$ cat src/rtl/ifu_cinst_aligner.sv
`default_nettype none
// ============================================================================
// Module   : ifu_cinst_aligner
// Brief    : Instruction-fetch halfword aligner. Buffers up to four 16-bit
//            halfwords from 32-bit fetch words. It presents one instruction
//            per cycle to decode, either a compressed halfword expanded by an
//            external 16b->32b expander or a 32-bit instruction. A 32-bit
//            instruction may straddle two fetch words.
// Revision : 1.0 - initial release
// ============================================================================
module ifu_cinst_aligner (
    input  logic        clk,
    input  logic        rst_l,
    input  logic        flush,
    // fetch side
    input  logic        fetch_valid,
    output logic        fetch_ready,
    input  logic [31:0] fetch_data,
    input  logic [29:0] fetch_pc,
    input  logic        fetch_hoff,
    // compressed-instruction expander
    output logic [15:0] cdec_din,
    input  logic [31:0] cdec_dout,
    input  logic        cdec_legal,
    // decode side
    output logic        ins_valid,
    input  logic        ins_ready,
    output logic [31:0] ins_instr,
    output logic        ins_is16,
    output logic        ins_illegal,
    output logic [30:0] ins_pc
);

    localparam int unsigned c_DEPTH    = 4;
    localparam logic [2:0]  c_MAX_POST = 3'd2;

    // Halfword storage and bookkeeping
    logic [15:0] r_buf [0:c_DEPTH-1];
    logic [1:0]  r_wr_ptr;
    logic [1:0]  r_rd_ptr;
    logic [2:0]  r_count;
    logic [30:0] r_head_pc;

    // Datapath and control wires
    logic [1:0]  w_rd_ptr_p1;
    logic [1:0]  w_wr_ptr_p1;
    logic [15:0] w_h0;
    logic [15:0] w_h1;
    logic        w_h0_is16;
    logic        w_pop;
    logic [2:0]  w_pop_n;
    logic [2:0]  w_pop_amt;
    logic [2:0]  w_count_post;
    logic        w_push;
    logic [2:0]  w_push_amt;

    assign w_rd_ptr_p1 = r_rd_ptr + 2'd1;
    assign w_wr_ptr_p1 = r_wr_ptr + 2'd1;

    // Head/next halfwords, masked to zero when not buffered so the empty
    // state presents deterministic values to the expander and to decode.
    always_comb begin
        w_h0 = 16'h0000;
        w_h1 = 16'h0000;
        if (r_count != 3'd0) begin
            w_h0 = r_buf[r_rd_ptr];
        end
        if (r_count >= 3'd2) begin
            w_h1 = r_buf[w_rd_ptr_p1];
        end
    end

    // Low two bits of 2'b11 mark a full 32-bit instruction
    assign w_h0_is16 = (w_h0[1:0] != 2'b11);
    assign cdec_din  = w_h0;

    // Instruction presentation; a 32-bit head waits for its second halfword
    always_comb begin
        ins_valid   = 1'b0;
        ins_instr   = {w_h1, w_h0};
        ins_is16    = 1'b0;
        ins_illegal = 1'b0;
        if (w_h0_is16) begin
            ins_valid   = (r_count >= 3'd1);
            ins_instr   = cdec_dout;
            ins_is16    = 1'b1;
            ins_illegal = ~cdec_legal;
        end else begin
            ins_valid   = (r_count >= 3'd2);
        end
    end

    assign ins_pc = r_head_pc;

    // Pop/push sizing. Accept is granted from the occupancy left after this
    // cycle's pop, so a full buffer can still take a word while draining.
    assign w_pop        = ins_valid & ins_ready & ~flush;
    assign w_pop_n      = w_h0_is16 ? 3'd1 : 3'd2;
    assign w_pop_amt    = w_pop ? w_pop_n : 3'd0;
    assign w_count_post = r_count - w_pop_amt;
    assign fetch_ready  = (w_count_post <= c_MAX_POST);
    assign w_push       = fetch_valid & fetch_ready & ~flush;
    assign w_push_amt   = w_push ? (fetch_hoff ? 3'd1 : 3'd2) : 3'd0;

    // Halfword storage writes: upper halfword only for a misaligned target
    always_ff @(posedge clk or negedge rst_l) begin
        if (!rst_l) begin
            for (int i = 0; i < c_DEPTH; i++) begin
                r_buf[i] <= 16'h0000;
            end
        end else if (w_push) begin
            if (fetch_hoff) begin
                r_buf[r_wr_ptr]    <= fetch_data[31:16];
            end else begin
                r_buf[r_wr_ptr]    <= fetch_data[15:0];
                r_buf[w_wr_ptr_p1] <= fetch_data[31:16];
            end
        end
    end

    // Pointer, occupancy and head-address update; flush empties the buffer
    always_ff @(posedge clk or negedge rst_l) begin
        if (!rst_l) begin
            r_wr_ptr  <= 2'd0;
            r_rd_ptr  <= 2'd0;
            r_count   <= 3'd0;
            r_head_pc <= 31'd0;
        end else if (flush) begin
            r_wr_ptr  <= 2'd0;
            r_rd_ptr  <= 2'd0;
            r_count   <= 3'd0;
        end else begin
            r_wr_ptr <= r_wr_ptr + w_push_amt[1:0];
            r_rd_ptr <= r_rd_ptr + w_pop_amt[1:0];
            r_count  <= w_count_post + w_push_amt;
            // A push into an emptied buffer defines a new head address
            if (w_push && (w_count_post == 3'd0)) begin
                r_head_pc <= {fetch_pc, fetch_hoff};
            end else if (w_pop) begin
                r_head_pc <= r_head_pc + {28'd0, w_pop_n};
            end
        end
    end

endmodule
`default_nettype wire

$ cat config.mk
export PLATFORM = sky130hd
export DESIGN_NAME = ifu_cinst_aligner
export DESIGN_NICKNAME = d
export VERILOG_FILES = /design/src/rtl/ifu_cinst_aligner.sv
export SDC_FILE = /design/constraint.sdc
export NUM_CORES = 1
export LEC_CHECK = 0
export CAP_MARGIN = 5
export CELL_PAD_IN_SITES_DETAIL_PLACEMENT = 1
export CELL_PAD_IN_SITES_GLOBAL_PLACEMENT = 2
export CORE_UTILIZATION = 29
export DETAILED_ROUTE_END_ITERATION = 7
export PLACE_DENSITY_LB_ADDON = 0.1
export REMOVE_ABC_BUFFERS = 1
export SLEW_MARGIN = 20
export SYNTH_ARGS = -nofsm -noshare
export SYNTH_HDL_FRONTEND = slang
export SYNTH_SLANG_ARGS = --single-unit
export TNS_END_PERCENT = 1
$ cat constraint.sdc
create_clock -name clk -period 4.33 [get_ports clk]
set_clock_uncertainty 0.2 [all_clocks]
set_input_delay 0.866 -clock clk [delete_from_list [all_inputs] [get_ports clk]]
set_output_delay 0.866 -clock clk [all_outputs]
set_load 0.02 [all_outputs]
; Word-level counts from Yosys, hierarchy flattened
; Index checks and enable logic that the tools add are counted.
[op_classes]
add_sub_neg = 7
order_cmp = 9
eq_ne = 1
mux = 29
n_bitwise = 10
reduce_logical = 7
[ops]
columns = cell, n
row1 = $bwmux 64, 3
row2 = $mux 16, 8
row3 = $bmux 16 s2, 2
row4 = $demux 16 s2, 2
row5 = $mux 64, 1
row6 = $mux 31, 2
row7 = $mux 32, 1
row8 = $add 31x2->31, 1
row9 = $ge 3x3->1 const B, 4
row10 = $mux 2, 6
row11 = $not 2->3, 4
row12 = $lt 3x1->1 const B, 2
row13 = $add 2x1->2 const B, 2
row14 = $add 2x2->2, 2
row15 = $and 1x1->1, 4
row16 = $add 3x2->3, 1
row17 = $ge 3x1->1 const B, 1
row18 = $ge 3x2->1 const B, 1
row19 = $le 3x2->1 const B, 1
row20 = $logic_and 1x1->1, 3
row21 = $logic_not 3->1, 1
row22 = $mux 1, 3
row23 = $mux 3, 1
row24 = $reduce_bool 3->1, 1
row25 = 5 further kinds, 6
[totals]
ff_bits = 102
inputBits = 101
output_inout_bits = 83
elab_cells = 71

; Logic depth before layout (Yosys ltp)
[depth]
word_depth = 17
mapped_depth = 15
depth_no_buf = 14

; Worst setup path after synthesis
; Ideal clock, no wire load.
[synth_path]
path_kind = input-to-reg
start = input flush
end = register r_count[2]
setup_ns = 0.119
arrival_ns = 3.470
required_ns = 4.011
setup_slack_ns = 0.541
stages = 15
n_path_buf = 2
cell_sequence = buf_6 -> nor2b_1 -> buf_1 -> nand2_1 -> nor2_1 -> ha_1 -> inv_1 -> fa_1 -> xnor2_1 -> nor3_1 -> and2_1 -> ha_1 -> fa_1 -> xnor2_1 -> nor2_1
[synth_via]
elab_chain_cells = 10
[synth_lines]
columns = item, line
row1 = "start, declared", 14  ; input logic flush,
row2 = $not 1->1 (no line), --
row3 = $and 1x1->1, 97  ; assign w_pop = ins_valid & ins_ready & ~flush;
row4 = $mux 2, 99  ; assign w_pop_amt = w_pop ? w_pop_n : 3'd0;
row5 = $sub 3x2->3, 100  ; assign w_count_post = r_count - w_pop_amt;
row6 = $le 3x2->1, 101  ; assign fetch_ready = (w_count_post <= c_MAX_POST);
row7 = $and 1x1->1 (2 in series), 102  ; assign w_push = fetch_valid & fetch_ready & ~flush;
row8 = $mux 2, 103  ; assign w_push_amt = w_push ? (fetch_hoff ? 3'd1 : 3'd2) : 3'd0;
row9 = $add 3x2->3, 135  ; r_count <= w_count_post + w_push_amt;
row10 = $mux 3 *, 128  ; end else if (flush) begin
row11 = "end signal, assigned", 135
row12 = "end, declared", 41  ; logic [2:0] r_count;
; Every way passes the cells marked *; elsewhere a longest branch is shown, timed or not.
; A chain may end at the register's enable or synchronous reset.

; Worst setup path in the final report
[layout_path]
start = input ins_ready
end = output fetch_ready
[layout_via]
elab_chain_cells = 5
[layout_lines]
columns = item, line
row1 = "start, declared", 27  ; input logic ins_ready,
row2 = $and 1x1->1 (2 in series), 97
row3 = $mux 2, 99
row4 = $sub 3x2->3, 100
row5 = $le 3x2->1, 101
row6 = "end, declared", 17  ; output logic fetch_ready,
; No other way between the ends.

==> reports/qor.csv <==
stage;metric;value;unit
outcome;status;completed;
critical_path;Worst Setup End Kind;output port;
synthesis;register area share after synthesis;0.345;
drt;Total Routed Length;26.0;mm
timing;Final Hold Viols;0;
synthesis;synth unique cells;44;
critical_path;critical path peak fanout;2;
clock_tree;clock transition at the registers of the reported paths;60;ps
drt;Post-route DRC;0;
synthesis;cells after synthesis;885;
placed_design;pre-CTS setup slack;6.75;ps
grt;largest net degree at the start of global routing;70;
grt;first-pass GRT wire length;41.7;mm
critical_path;CP Launch Type;primary input;
drt;drt wl/cell;19.3;um
synthesis;average cell area after synthesis;8.37;um2
hold_path;hold path cells;2;
critical_path;Worst EP arrival;3040;ps
critical_path;register-to-register setup slack;760;ps
critical_path;FF-to-FF End;ins_pc[23];
job;max-cap viol count;0;
timing;worst-margin pin slew;1050;ps
final_layout;Design Area, Final;9870;um2
grt;initial antenna violation count;0;
power;total power draw;5750;uW
grt;GR Util All Layers;0.203;
synthesis;Compound-Gate Fraction of Synth Area;0.229;
floorplanning;num ports;184;
floorplanning;Die Span Y;162;um
hold_path;HP Class;flip-flop to flip-flop;
timing;RSZ-0062 raised after global routing;no;
floorplanning;Starting Density;0.295;
synthesis;count of state elements after synthesis;102;
synthesis;YS warnings;0;
synthesis;Mapped Area;7400;um2
placed_design;IO Port Bufs;183;
critical_path;Worst Path Required;3260;ps
timing;Final min period;4100;ps
synthesis;Post-synth EDFFs;0;
placed_design;HPWL after DPL;18.0;mm
critical_path;CP Buf/Inv Count;3;
drt;Routed Antenna Nets;0;
placed_design;Area after DPL;9550;um2
timing;fin. max-slew vios;0;
final_layout;Area Overhead vs Synth;33.3;%
grt;Overflow after GRT;0;
critical_path;WS Path Type;primary input to output port;
critical_path;CP endpoint;fetch_ready;
floorplanning;Die X;162;um
final_layout;Fill cells;2942;
clock_tree;TritonCTS buffer count;9;
final_layout;Reg area;2550;um2
timing;setup TNS;0;ps
synthesis;asr flop ratio synth;1.00;
synthesis;mux cell area share after synthesis;0.121;
critical_path;Crit path max-delay family;buffers and inverters;
placed_design;GP Congestion;0.745;
synthesis;area share of fa/ha/maj cells after synthesis;0.0250;
drt;DR vias/cell;5.35;
synthesis;post-synthesis simple-gate area fraction;0.212;
critical_path;critical path's largest stage delay;510;ps
clock_tree;Worst-Skew Late Latency;340;ps
power;pwr dens;583;nW/um2
clock_tree;clock root cell;clkbuf_16;
floorplanning;die outline area;26200;um2
clock_tree;CTS tree;yes;
timing;Fmax;244;MHz
synthesis;largest family of logic cells by synthesized area;compound AO/OA/AOI/OAI gates;
critical_path;Levels on crit path;10;
floorplanning;CORE AREA;25100;um2
clock_tree;clk buf depth;2;
timing;Tcrit/Tclk final;0.948;
final_layout;ANT cells;0;
clock_tree;clk sinks;102;
timing;Setup WS post-layout;226;ps
critical_path;Slowest-stage cell, CP;fa_1;
critical_path;Reg2Reg Depth;11;
synthesis;post-synthesis xor/xnor area fraction;0.00710;
drt;initial drt markers;363;
floorplanning;Rows;58;
timing;Slew HR;0.297;
timing;Final setup viols;0;
drt;DRT Pass-1 Iters;5;
drt;DR vias;7215;
clock_tree;H-tree depth;3;
critical_path;Crit. Startpoint;ins_ready;
power;Leak;0.00374;uW
final_layout;layout cells sized above 1;0.106;
synthesis;Post-synth top flop;dfrtp_1;
grt;vias in the first global route;7268;
final_layout;area of the multi-input gates;4420;um2
critical_path;CP cell instances;clkdlybuf4s50_1, nor2b_1, nand2_1, nor2_1, ha_1, inv_1, fa_1, nor2b_1, nor2_1, dlygate4sd2_1;
critical_path;worst reg2reg startpoint;r_rd_ptr[1];
power;Max rail drop VDD;0.239;mV
final_layout;nets@finish;1127;
## where the power goes
| part | switching, uW | internal (uW) |
|---|---|---|
| sequential | 396 | 1310 |
| clock | 382 | 525 |
| combinational | 1750 | 1400 |
| total | 2530 | 3230 |
## layout make-up
| class | instances | share of cell area |
|---|---|---|
| multi-input cells | 673 | 0.448 |
| flip-flops and latches | 102 | 0.259 |
| repair buffers | 215 | 0.214 |
| well taps | 330 | 0.0418 |
| clock buffers | 11 | 0.0246 |
| clock inverters | 5 | 0.00824 |
| inverters | 12 | 0.00456 |
## registers in the layout, indices dropped and copies added, names as in the netlist
register	cells
ins_pc	31
r_buf	64
r_count	3
r_rd_ptr	2
r_wr_ptr	2
## tightest hold or removal path, cell delays in order (launching register included)
cell,delay (ps)
dfrtp_1,360
nand2_1,50
o21ai_0,60
## cell usage after synthesis (2+ instances only)
library cell / count / share of area
a21oi_1: 21 / 0.014
and2_1: 17 / 0.014
nor4_1: 3 / 0.0025
nand4b_1: 3 / 0.0035
buf_4: 3 / 0.0030
nand4_1: 13 / 0.011
o31ai_1: 13 / 0.013
nor2b_1: 11 / 0.0093
clkbuf_1: 56 / 0.028
o21a_1: 2 / 0.0020
or4_1: 17 / 0.017
ha_1: 10 / 0.017
nand2b_1: 5 / 0.0042
buf_2: 13 / 0.0088
o21ai_0: 70 / 0.047
or3_1: 10 / 0.0084
nor2_1: 116 / 0.059
and3_1: 5 / 0.0042
o21ai_1: 10 / 0.0068
buf_6: 2 / 0.0030
dfrtp_1: 102 / 0.34
a22oi_1: 62 / 0.063
a31oi_1: 90 / 0.076
nand3_1: 21 / 0.014
xnor2_1: 5 / 0.0059
nand2_1: 102 / 0.052
fa_1: 3 / 0.0081
nor3_1: 3 / 0.0020
mux4_1: 2 / 0.0071
inv_1: 12 / 0.0061
mux2_2: 15 / 0.023
o211ai_1: 4 / 0.0041
buf_1: 24 / 0.012
mux4_2: 30 / 0.091
## kinds of logic (layout without fill, tap and decap cells)
| group | Yosys count | in the layout |
|---|---|---|
| buf+inv | 110 | 243 |
| mux | 47 | 47 |
| xor+xnor | 6 | 6 |
| compound gates | 274 | 274 |
| fa+ha+maj | 13 | 13 |
| simple gates | 333 | 333 |
| flops | 102 | 102 |
## repair_timing
action	CTS	global route
resized for setup	1	0
setup buffers	0	0
hold buffers	0	0
setup endpoints to repair	1	0
## routing by layer
metal / share of wire / global-route usage / wire length (um) / vias to the layer above
li1: - / - / - / 3513
met3: 0.047 / 0.0283 / 1230 / 6
met1: 0.46 / 0.274 / 11900 / 3542
met4: 0.0050 / 0.0420 / 131 / 0
met5: 0 / 0 / 0 / -
met2: 0.49 / 0.344 / 12700 / 154
## cell usage in the layout (no fill, tap or decap), drive strengths merged, types with 3 or more instances in the layout
cell type | synthesis | layout
and3 | 5 | 5
a22oi | 62 | 62
buf | 42 | 34
clkdlybuf4s50 | 0 | 180
ha | 10 | 10
nor4 | 3 | 3
nor2b | 11 | 11
or3 | 10 | 10
xnor2 | 5 | 5
mux2 | 15 | 15
a21oi | 21 | 21
o31ai | 13 | 13
nor2 | 116 | 116
nand4 | 14 | 14
nand2b | 5 | 5
dfrtp | 102 | 102
a31oi | 90 | 90
o211ai | 4 | 4
o21ai | 80 | 80
nor3 | 3 | 3
nand2 | 102 | 102
mux4 | 32 | 32
clkbuf | 56 | 11
nand3 | 21 | 21
or4 | 17 | 17
nand4b | 3 | 3
fa | 3 | 3
inv | 12 | 13
and2 | 17 | 17
## how the worst min path moves through the flow
| stage | from | endpoint | slack [ps] |
|---|---|---|---|
| 2_1_floorplan | r_buf[15] | r_buf[15] | 260 |
| 3_3_place_gp | r_buf[8] | r_buf[8] | 280 |
| 3_5_place_dp | r_buf[42] | r_buf[42] | 290 |
| 4_1_cts | r_buf[63] | r_buf[63] | 310 |
| 5_1_grt | r_buf[63] | r_buf[63] | 330 |
| 6_report | r_buf[4] | r_buf[4] | 300 |
## per-stage QoR
stage	util	cells	hold WS, ps
global placement	0.380	1332	276
detailed placement	0.380	1332	294
CTS	0.393	1348	308
global route	0.393	1348	333
finish	0.393	1348	303
floorplan	-	787	258
Note: power is estimated with default switching activity, not from simulation.
